$ cat src/rtl/score_ctrl_if.sv
// Score controller bus: round start, per-player score request/grant handshake,
// and the score/winner/status outputs consumed by the display and game logic.
interface score_ctrl_if;
  logic       start;
  logic       hit_a;
  logic       hit_b;
  logic       ack_a;
  logic       ack_b;
  logic [7:0] score_a;
  logic [7:0] score_b;
  logic [1:0] winner;
  logic       busy;
  logic       done;

  modport master (
    output start, hit_a, hit_b,
    input  ack_a, ack_b, score_a, score_b, winner, busy, done
  );

  modport slave (
    input  start, hit_a, hit_b,
    output ack_a, ack_b, score_a, score_b, winner, busy, done
  );
endinterface

$ cat src/rtl/score_ctrl.sv
// Two-player score controller: round-robin grant of score requests, packed-BCD
// score increment, round sequencing. SCORE_CTRL_DEUCE_EN enables the lead-of-two win rule.
//
// state | meaning
// IDLE  | after reset, waiting for start
// PLAY  | round running, arbitrating hit_a / hit_b
// ADD   | one-cycle grant; granted score increments on exit
// WIN   | round over, scores frozen until start
module score_ctrl #(
  parameter int WIN_SCORE = 21
) (
  input  logic      clk,
  input  logic      rst,
  score_ctrl_if.slave bus
);

  typedef enum logic [1:0] {IDLE, PLAY, ADD, WIN} state_t;

  localparam logic [6:0] WIN_VAL = 7'(WIN_SCORE);

  state_t     state, state_nx;
  logic       prio_b, prio_b_nx;
  logic       gnt_b, gnt_b_nx;
  logic       ack_a_nx, ack_b_nx;
  logic [7:0] score_a_nx, score_b_nx;
  logic [1:0] winner_nx;
  logic [7:0] cur, inc;
  logic       win_hit;
`ifdef SCORE_CTRL_DEUCE_EN
  logic [7:0] opp;
`endif

  // Saturates at 99 so the score register can never leave valid BCD.
  function automatic logic [7:0] bcd_inc(input logic [7:0] s);
    if (s == 8'h99)
      return s;
    if (s[3:0] == 4'd9)
      return {s[7:4] + 4'd1, 4'd0};
    return {s[7:4], s[3:0] + 4'd1};
  endfunction

  function automatic logic [6:0] bcd_val(input logic [7:0] s);
    return 7'(s[7:4]) * 7'd10 + 7'(s[3:0]);
  endfunction

  always_ff @(posedge clk or negedge rst) begin
    if (!rst) begin
      state       <= IDLE;
      prio_b      <= 1'b0;
      gnt_b       <= 1'b0;
      bus.ack_a   <= 1'b0;
      bus.ack_b   <= 1'b0;
      bus.score_a <= 8'h00;
      bus.score_b <= 8'h00;
      bus.winner  <= 2'b00;
    end else begin
      state       <= state_nx;
      prio_b      <= prio_b_nx;
      gnt_b       <= gnt_b_nx;
      bus.ack_a   <= ack_a_nx;
      bus.ack_b   <= ack_b_nx;
      bus.score_a <= score_a_nx;
      bus.score_b <= score_b_nx;
      bus.winner  <= winner_nx;
    end
  end

  always_comb begin
    state_nx   = state;
    prio_b_nx  = prio_b;
    gnt_b_nx   = gnt_b;
    ack_a_nx   = 1'b0;
    ack_b_nx   = 1'b0;
    score_a_nx = bus.score_a;
    score_b_nx = bus.score_b;
    winner_nx  = bus.winner;

    cur = gnt_b ? bus.score_b : bus.score_a;
    inc = bcd_inc(cur);
`ifdef SCORE_CTRL_DEUCE_EN
    opp     = gnt_b ? bus.score_a : bus.score_b;
    win_hit = (cur == 8'h99) ||
              ((bcd_val(inc) >= WIN_VAL) && (bcd_val(inc) >= bcd_val(opp) + 7'd2));
`else
    win_hit = (bcd_val(inc) == WIN_VAL);
`endif

    case (state)
      IDLE, WIN: begin
        if (bus.start) begin
          state_nx   = PLAY;
          score_a_nx = 8'h00;
          score_b_nx = 8'h00;
          winner_nx  = 2'b00;
        end
      end
      PLAY: begin
        // prio_b set means A was granted last, so B wins a tie.
        if (bus.hit_a && (!bus.hit_b || !prio_b)) begin
          state_nx  = ADD;
          gnt_b_nx  = 1'b0;
          prio_b_nx = 1'b1;
          ack_a_nx  = 1'b1;
        end else if (bus.hit_b) begin
          state_nx  = ADD;
          gnt_b_nx  = 1'b1;
          prio_b_nx = 1'b0;
          ack_b_nx  = 1'b1;
        end
      end
      ADD: begin
        if (gnt_b)
          score_b_nx = inc;
        else
          score_a_nx = inc;
        if (win_hit) begin
          state_nx  = WIN;
          winner_nx = gnt_b ? 2'b10 : 2'b01;
        end else begin
          state_nx = PLAY;
        end
      end
      default: state_nx = IDLE;
    endcase
  end

  assign bus.busy = (state == PLAY) || (state == ADD);
  assign bus.done = (state == WIN);

endmodule

$ cat src/flat_wrapper.sv
// flat-port wrapper written by rule: the top's interface ports become plain ports
module score_ctrl_flat 
#(
  parameter int WIN_SCORE = 21
)
  (clk, rst, bus_start, bus_hit_a, bus_hit_b, bus_ack_a, bus_ack_b, bus_score_a, bus_score_b, bus_winner, bus_busy, bus_done);
  score_ctrl_if bus_i ();
  input  logic clk;
  input  logic rst;
  input wire logic [$bits(bus_i.start)-1:0] bus_start;
  input wire logic [$bits(bus_i.hit_a)-1:0] bus_hit_a;
  input wire logic [$bits(bus_i.hit_b)-1:0] bus_hit_b;
  output wire logic [$bits(bus_i.ack_a)-1:0] bus_ack_a;
  output wire logic [$bits(bus_i.ack_b)-1:0] bus_ack_b;
  output wire logic [$bits(bus_i.score_a)-1:0] bus_score_a;
  output wire logic [$bits(bus_i.score_b)-1:0] bus_score_b;
  output wire logic [$bits(bus_i.winner)-1:0] bus_winner;
  output wire logic [$bits(bus_i.busy)-1:0] bus_busy;
  output wire logic [$bits(bus_i.done)-1:0] bus_done;
  assign bus_i.start = bus_start;
  assign bus_i.hit_a = bus_hit_a;
  assign bus_i.hit_b = bus_hit_b;
  assign bus_ack_a = bus_i.ack_a;
  assign bus_ack_b = bus_i.ack_b;
  assign bus_score_a = bus_i.score_a;
  assign bus_score_b = bus_i.score_b;
  assign bus_winner = bus_i.winner;
  assign bus_busy = bus_i.busy;
  assign bus_done = bus_i.done;
  score_ctrl #(.WIN_SCORE(WIN_SCORE)) u_core (.clk(clk), .rst(rst), .bus(bus_i));
endmodule
$ cat config.mk
export PLATFORM = sky130hd
export DESIGN_NAME = score_ctrl_flat
export DESIGN_NICKNAME = d
export VERILOG_FILES = /design/src/rtl/score_ctrl_if.sv /design/src/rtl/score_ctrl.sv /design/src/flat_wrapper.sv
export SDC_FILE = /design/constraint.sdc
export NUM_CORES = 1
export LEC_CHECK = 0
export BUFFER_PORTS_ARGS = -buffer_cell sky130_fd_sc_hd__buf_4
export CAP_MARGIN = 20
export CORE_ASPECT_RATIO = 0.6
export CORE_MARGIN = 2
export CORE_UTILIZATION = 60
export DETAILED_ROUTE_END_ITERATION = 12
export PLACE_DENSITY = 0.84
export SLEW_MARGIN = 30
export SYNTH_ARGS = -nofsm -noshare
export SYNTH_HDL_FRONTEND = slang
export SYNTH_SLANG_ARGS = --single-unit
$ cat constraint.sdc
create_clock -name clk -period 10 [get_ports clk]
set_input_delay 1 -clock clk [delete_from_list [all_inputs] [get_ports clk]]
set_output_delay 1 -clock clk [all_outputs]
set_load 0.05 [all_outputs]
# --- Word level (Yosys, flattened, before mapping) ---
# Cells that the tools add are included.
totals:
  out_inout_bits: 22
  inputBits: 5
  wordCells: 68
  ff_bits: 24
classes:
  mux: 31
  reduce_logical: 14
  addsub: 3
  n_eq_ne: 11
  multipliers: 1
op_table:
  columns: ["op", "count"]
  rows:
  - ["$mux 8", 8]
  - ["$pmux 8 s2", 2]
  - ["$mux 2", 7]
  - ["$mux 1", 12]
  - ["$reduce_and 3->1", 3]
  - ["$add 4x1->4 const B", 2]
  - ["$eq 8x8->1 const B", 1]
  - ["$add 7x4->7", 1]
  - ["$eq 7x5->1 const B", 1]
  - ["$mul 4x3->6 const B", 1]
  - ["$pmux 2 s3", 1]
  - ["$eq 2x2->1 const B", 2]
  - ["$eq 4x4->1 const B", 1]
  - ["$ne 2x1->1 const B", 2]
  - ["$ne 2x2->1 const B", 2]
  - ["$pmux 2 s2", 1]
  - ["$reduce_and 2->1", 2]
  - ["$reduce_bool 2->1", 2]
  - ["$ne 3x2->1 const B", 1]
  - ["$eq 2x1->1 const B", 1]
  - ["$logic_not 1->1", 2]
  - ["$logic_not 2->1", 1]
  - ["$logic_or 1x1->1", 2]
  - ["$reduce_or 2->1", 1]
  - ["$logic_and 1x1->1", 1]

# --- Longest topological paths before layout ---
depth:
  ltp_word: 11
  ltp_mapped: 18
  depth_no_buf: 16

# --- Worst setup path before layout ---
# Ideal clock, no wire load.
synth_timing:
  path_type: "reg2reg"
  start: "register u_core.gnt_b"
  end: "register u_core.bus.winner[1]"
  path_stages_with_launch: 19
  path_buffers: 3
  slack_ns: 5.385
  arrival_time_ns: 4.489
  setup_time_ns: 0.126
  cell_sequence: "dfrtp_1 > buf_6 > buf_2 > mux2i_1 > ha_1 > and4b_4 > nor2_1 > or3_1 > clkbuf_1 > mux2i_1 > ha_1 > ha_1 > fa_1 > or3_1 > o21ai_0 > o2bb2ai_1 > nand3b_4 > a22o_1 > a221o_1"
synth_between:
  elab_chain_len: 11
synth_rtl:
  columns: ["element", "line_no", "source"]
  rows:
  - ["from (decl)", "score_ctrl.sv:23", "logic gnt_b, gnt_b_nx;"]
  - ["from (signal assigned)", "score_ctrl.sv:59", "gnt_b <= gnt_b_nx;"]
  - ["parallel branches: the longest is 11 deep, another holds $add 7x4->7", null, null]
  - ["to (signal assigned)", "score_ctrl.sv:64", "bus.winner <= winner_nx;"]
  - ["to (decl)", "score_ctrl_if.sv:22", "output ack_a, ack_b, score_a, score_b, winner, busy, done"]
# Several ways; the timed one is not identified. The select of a mux whose other input is x is not followed.
# A chain may end at the register's enable or synchronous reset.

# --- Final worst setup path ---
# Ends and elaborated chain as after synthesis.

==> impl_summary.md <==
Clock network
The number of gates resized after CTS was 0. The tree is rooted in a clkbuf_8. CTS saw 24 sinks. The worst-skew pair later-pin latency is 0.27 ns. In this run the number of H-tree levels came out at 1. The CTS tree is yes. The maximum clock insertion buffer count is 2. The total clock buffers created by CTS is 3. In this run, post-CTS hold repair placed 0 buffers. After clock tree synthesis, the clock-pin slew on the worst setup and hold paths is 0.09 ns.

In this run the post-CTS setup repair buffer count came out at 0.

STA
The maximum operating frequency is 189 MHz. The post-route fraction of the period consumed by the critical path is 53.0%. Setup repair after global routing left no endpoint under its margin. The final-report max-slew violation count is 0. Setup violations remaining at the end of the flow were counted as 0. For the final database, setup skew stands at 0.00296 ns. The count of final hold-check violations came to 0. The worst relative slew slack is 52.5%. The post-layout worst setup margin is 4.70 ns. Counting I/O delays and the setup requirement, the final critical path takes 5.30 ns. The actual slew at the worst max-slew pin is 0.713 ns. For the final routed database, the setup TNS stands at 0 ns.

Power and ir drop
The fraction of power spent switching nets is 44.8%. Summed over all cells, the static leakage comes to 1.03 nW. The reported net switching power is 0.187 mW. The power density over cell area is 217 nW/um2. Across the VDD grid, the largest voltage drop is 0.205 mV. The internal power of the cells totals 0.230 mW. Sequential cells account for 32.4% of the total power. The clock network is responsible for 20.4% of the overall power. Of the total power, combinational logic draws 47.3%.

Critical path
The worst setup path is launched from a flop. Among the stages of the critical path, the cell type that occurs most often is ha_1. The cell class contributing the biggest share of worst-path delay is simple AND/OR/NAND/NOR gates. The critical setup path kind is reg -> reg. Walking the worst path, the cells encountered are mux2i_1 > ha_1 > and4b_4 > nor2_1 > or3_1 > mux2i_1 > ha_1 > ha_1 > fa_1 > nor4b_1 > nand2_1 > o2bb2ai_1 > nand3b_4 > a22o_1 > a221o_1.

The worst endpoint data arrival time is 5.46 ns. The worst setup path is captured at a flop. Of all nets on the critical path, the largest fanout is 19. The number of buffers and inverters on the critical path is 0. The critical path required time is 10.15 ns. The critical path's slowest cell is dfrtp_1. The delay of the slowest critical-path stage is 0.81 ns.

Placed design
At the end of routability-driven placement, the weighted congestion stood at 0.928. Before CTS, the worst setup slack after placement is 4.75 ns. Summing all placed instances gives a cell area of 1850 um2. In this run, placement finished with an instance count of 219. The count of buffers added on input and output ports is 26. Summed over all nets, the half-perimeter wirelength after detailed placement is 2960 um.

Die
For this configuration, the core starts out at a cell density of 64.3%. In this run the horizontal extent of the chip is 71.6 um. The row count is 14. The floorplan step set the die height to 44.5 um. The area of the die is 3190 um2.

The placeable core region is 2560 um2. The total I/O pin count is 27.

Yosys
The proportion of synthesized chip area in sequential cells is 36.5%. The number of cells produced by synthesis is 167. The synthesized netlist devotes 20.7% of its cell area to simple gates.

The synthesized netlist contains 40 unique library cells. In this run the mean area of a mapped cell was 9.84 um2. The async set-reset flop share out of synthesis is 100%. Yosys attributes the largest share of cell area to dfrtp_1, ha_1, mux2_2. In this run the cell area of the synthesized design comes to 1640 um2. Summing the areas of all compound-gate instances in the mapped netlist gives 11.7% of the synthesized area. Summing the areas of all fa, ha and maj instances in the mapped netlist gives 13.1% of the synthesized area. The main combinational cell family by area after synthesis is simple AND/OR/NAND/NOR gates. The post-synthesis xor/xnor area fraction is 3.20%. The leading area contributor after synthesis is dfrtp_1. The fraction of synthesized cell area taken by the top area cell type is 36.5%.

After synthesis the netlist holds a flip-flop and latch count of 24. The number of warnings issued by yosys is 0. The mux share of post-synthesis cell area is 11.0%. The number of flops mapped to enable cells by yosys is 0. The number of nets handed over by synthesis was 188. Among all flip-flop cells after synthesis, the most frequent one is dfrtp_1.

Route
The remaining routing DRC violations is 0. The detailed router placed 1357 vias in this run. The count of TritonRoute iterations in the first routing pass is 4.

Wires add up to 3880 um. After detailed routing, the average wire length per cell comes to 17.4 um. Using the TritonRoute via totals, the vias-per-cell ratio works out to 6.09. Once detail routing completed, the nets flagged for antenna violations numbered 0. The DRC violation total after the first TritonRoute iteration is 74.

Final layout
After routing the design area is 1920 um2. The count of cells in the finished layout, fillers not included, comes to 223. The fraction of the core area covered by cells at the end of the flow is 75.0%. Of the cells placed in the final design, the portion with a size suffix greater than 1 is 23.6%. The diode insertion count for antenna repair is 0. The area growth from synthesis to final layout is 16.7%. The post-layout net count is 213.

The final-layout fill cell count is 182.

GRT
The number of antenna violations at the first check in global routing is 0. The pin count of the biggest net entering global routing is 25. The number of global-route vias before repair is 1378. The global-route usage over all layers is 27.7%. The first global-routing pass estimated 6600 um of wire. Summed over all layers, the global routing overflow is 0.

Flow run
The max-cap check violation count is 0.

Run status
The flow ran to the end, and the final reports show no timing, DRC or antenna violations.

Hold path
The worst hold path belongs to the class reg -> reg.
-- registers in the layout (all words and copies together) (netlist names) --
register,cells
u_core.gnt_b,1
u_core.bus.ack_b,1
u_core.state,2
u_core.bus.score_b,8
u_core.prio_b,1
u_core.bus.winner,2
u_core.bus.ack_a,1
u_core.bus.score_a,8
-- routing by layer --
layer	part of all wire [%]	global-route usage (%)	vias up	routed length [um]
li1	-	-	642	-
met2	46	44.4	55	1790
met3	7.1	7.74	10	276
met1	45	36.7	650	1740
met4	1.7	9.81	0	67
met5	0	0	-	0
-- area by class of cell --
type                       instances  area, um2  share of cell area [%]
multi-input combinational        129        982                    51.2
sequential                        24        601                    31.3
timing repair buffer              26        195                    10.2
clock buffer                       3       41.3                    2.15
tap                               32       40.0                    2.09
clock inverter                     1       30.0                    1.56
inverter                           8       30.0                    1.56
-- final timing paths --
check	start	end	slack, ns	cells after the start
max	u_core.gnt_b	u_core.bus.winner[1]	4.70	15
min	u_core.prio_b	u_core.bus.ack_a	0.52	1
max reg2reg	u_core.gnt_b	u_core.bus.winner[1]	4.70	15
min reg2reg	u_core.prio_b	u_core.bus.ack_a	0.52	1
max in group asynchronous	rst	u_core.bus.score_a[4]	9.14	1
min in group asynchronous	rst	u_core.bus.ack_b	0.62	1
-- placed cells by master (no fill, tap or decap), types with 2 or more instances in the layout --
cell type,instances
mux2_2,9
mux2i_1,8
and2_1,4
buf_4,26
o21ai_0,11
a221o_1,2
and4b_1,2
o22ai_2,2
ha_1,14
nand2_1,25
a21oi_1,6
or3_1,2
inv_1,8
clkbuf_8,3
nor3_1,3
dfrtp_1,24
o22ai_1,3
o21ai_1,2
nor2_1,8
fa_1,2
nand3_1,4
xnor2_1,5
-- power groups by stage --
stage          combinational [mW]  sequential (mW)  clock [mW]
5_1_grt                     0.216            0.138      0.0911
3_3_place_gp                0.191            0.135           0
2_1_floorplan               0.142            0.145           0
6_report                    0.197            0.135      0.0850
4_1_cts                     0.199            0.135      0.0871
3_5_place_dp                0.198            0.137           0
-- cells in the mapped netlist (2+ instances only) --
cell type,instances
a21oi_1,6
a221o_1,2
and2_1,4
and4b_1,2
clkbuf_1,4
dfrtp_1,24
fa_1,2
ha_1,14
inv_1,8
mux2_2,9
mux2i_1,8
nand2_1,25
nand3_1,4
nor2_1,8
nor3_1,3
o21ai_0,11
o21ai_1,2
o22ai_1,3
o22ai_2,2
or3_1,2
xnor2_1,5
-- kinds of logic after synthesis --
| family | after synthesis |
|---|---|
| and+or+nand+nor | 60 |
| AOI/OAI and AO/OA | 30 |
| DFF | 24 |
| muxes | 17 |
| adders and majority gates | 16 |
| buffers and inverters | 14 |
| xor gates and xnor gates | 6 |
-- through the flow --
stage,power [mW],hold slack (ns)
after floorplan,0.287,0.471
after global placement,0.326,0.495
after detailed placement,0.335,0.513
after CTS,0.421,0.525
after global routing,0.445,0.567
final,0.417,0.524
(Power assumes the default switching activity.)
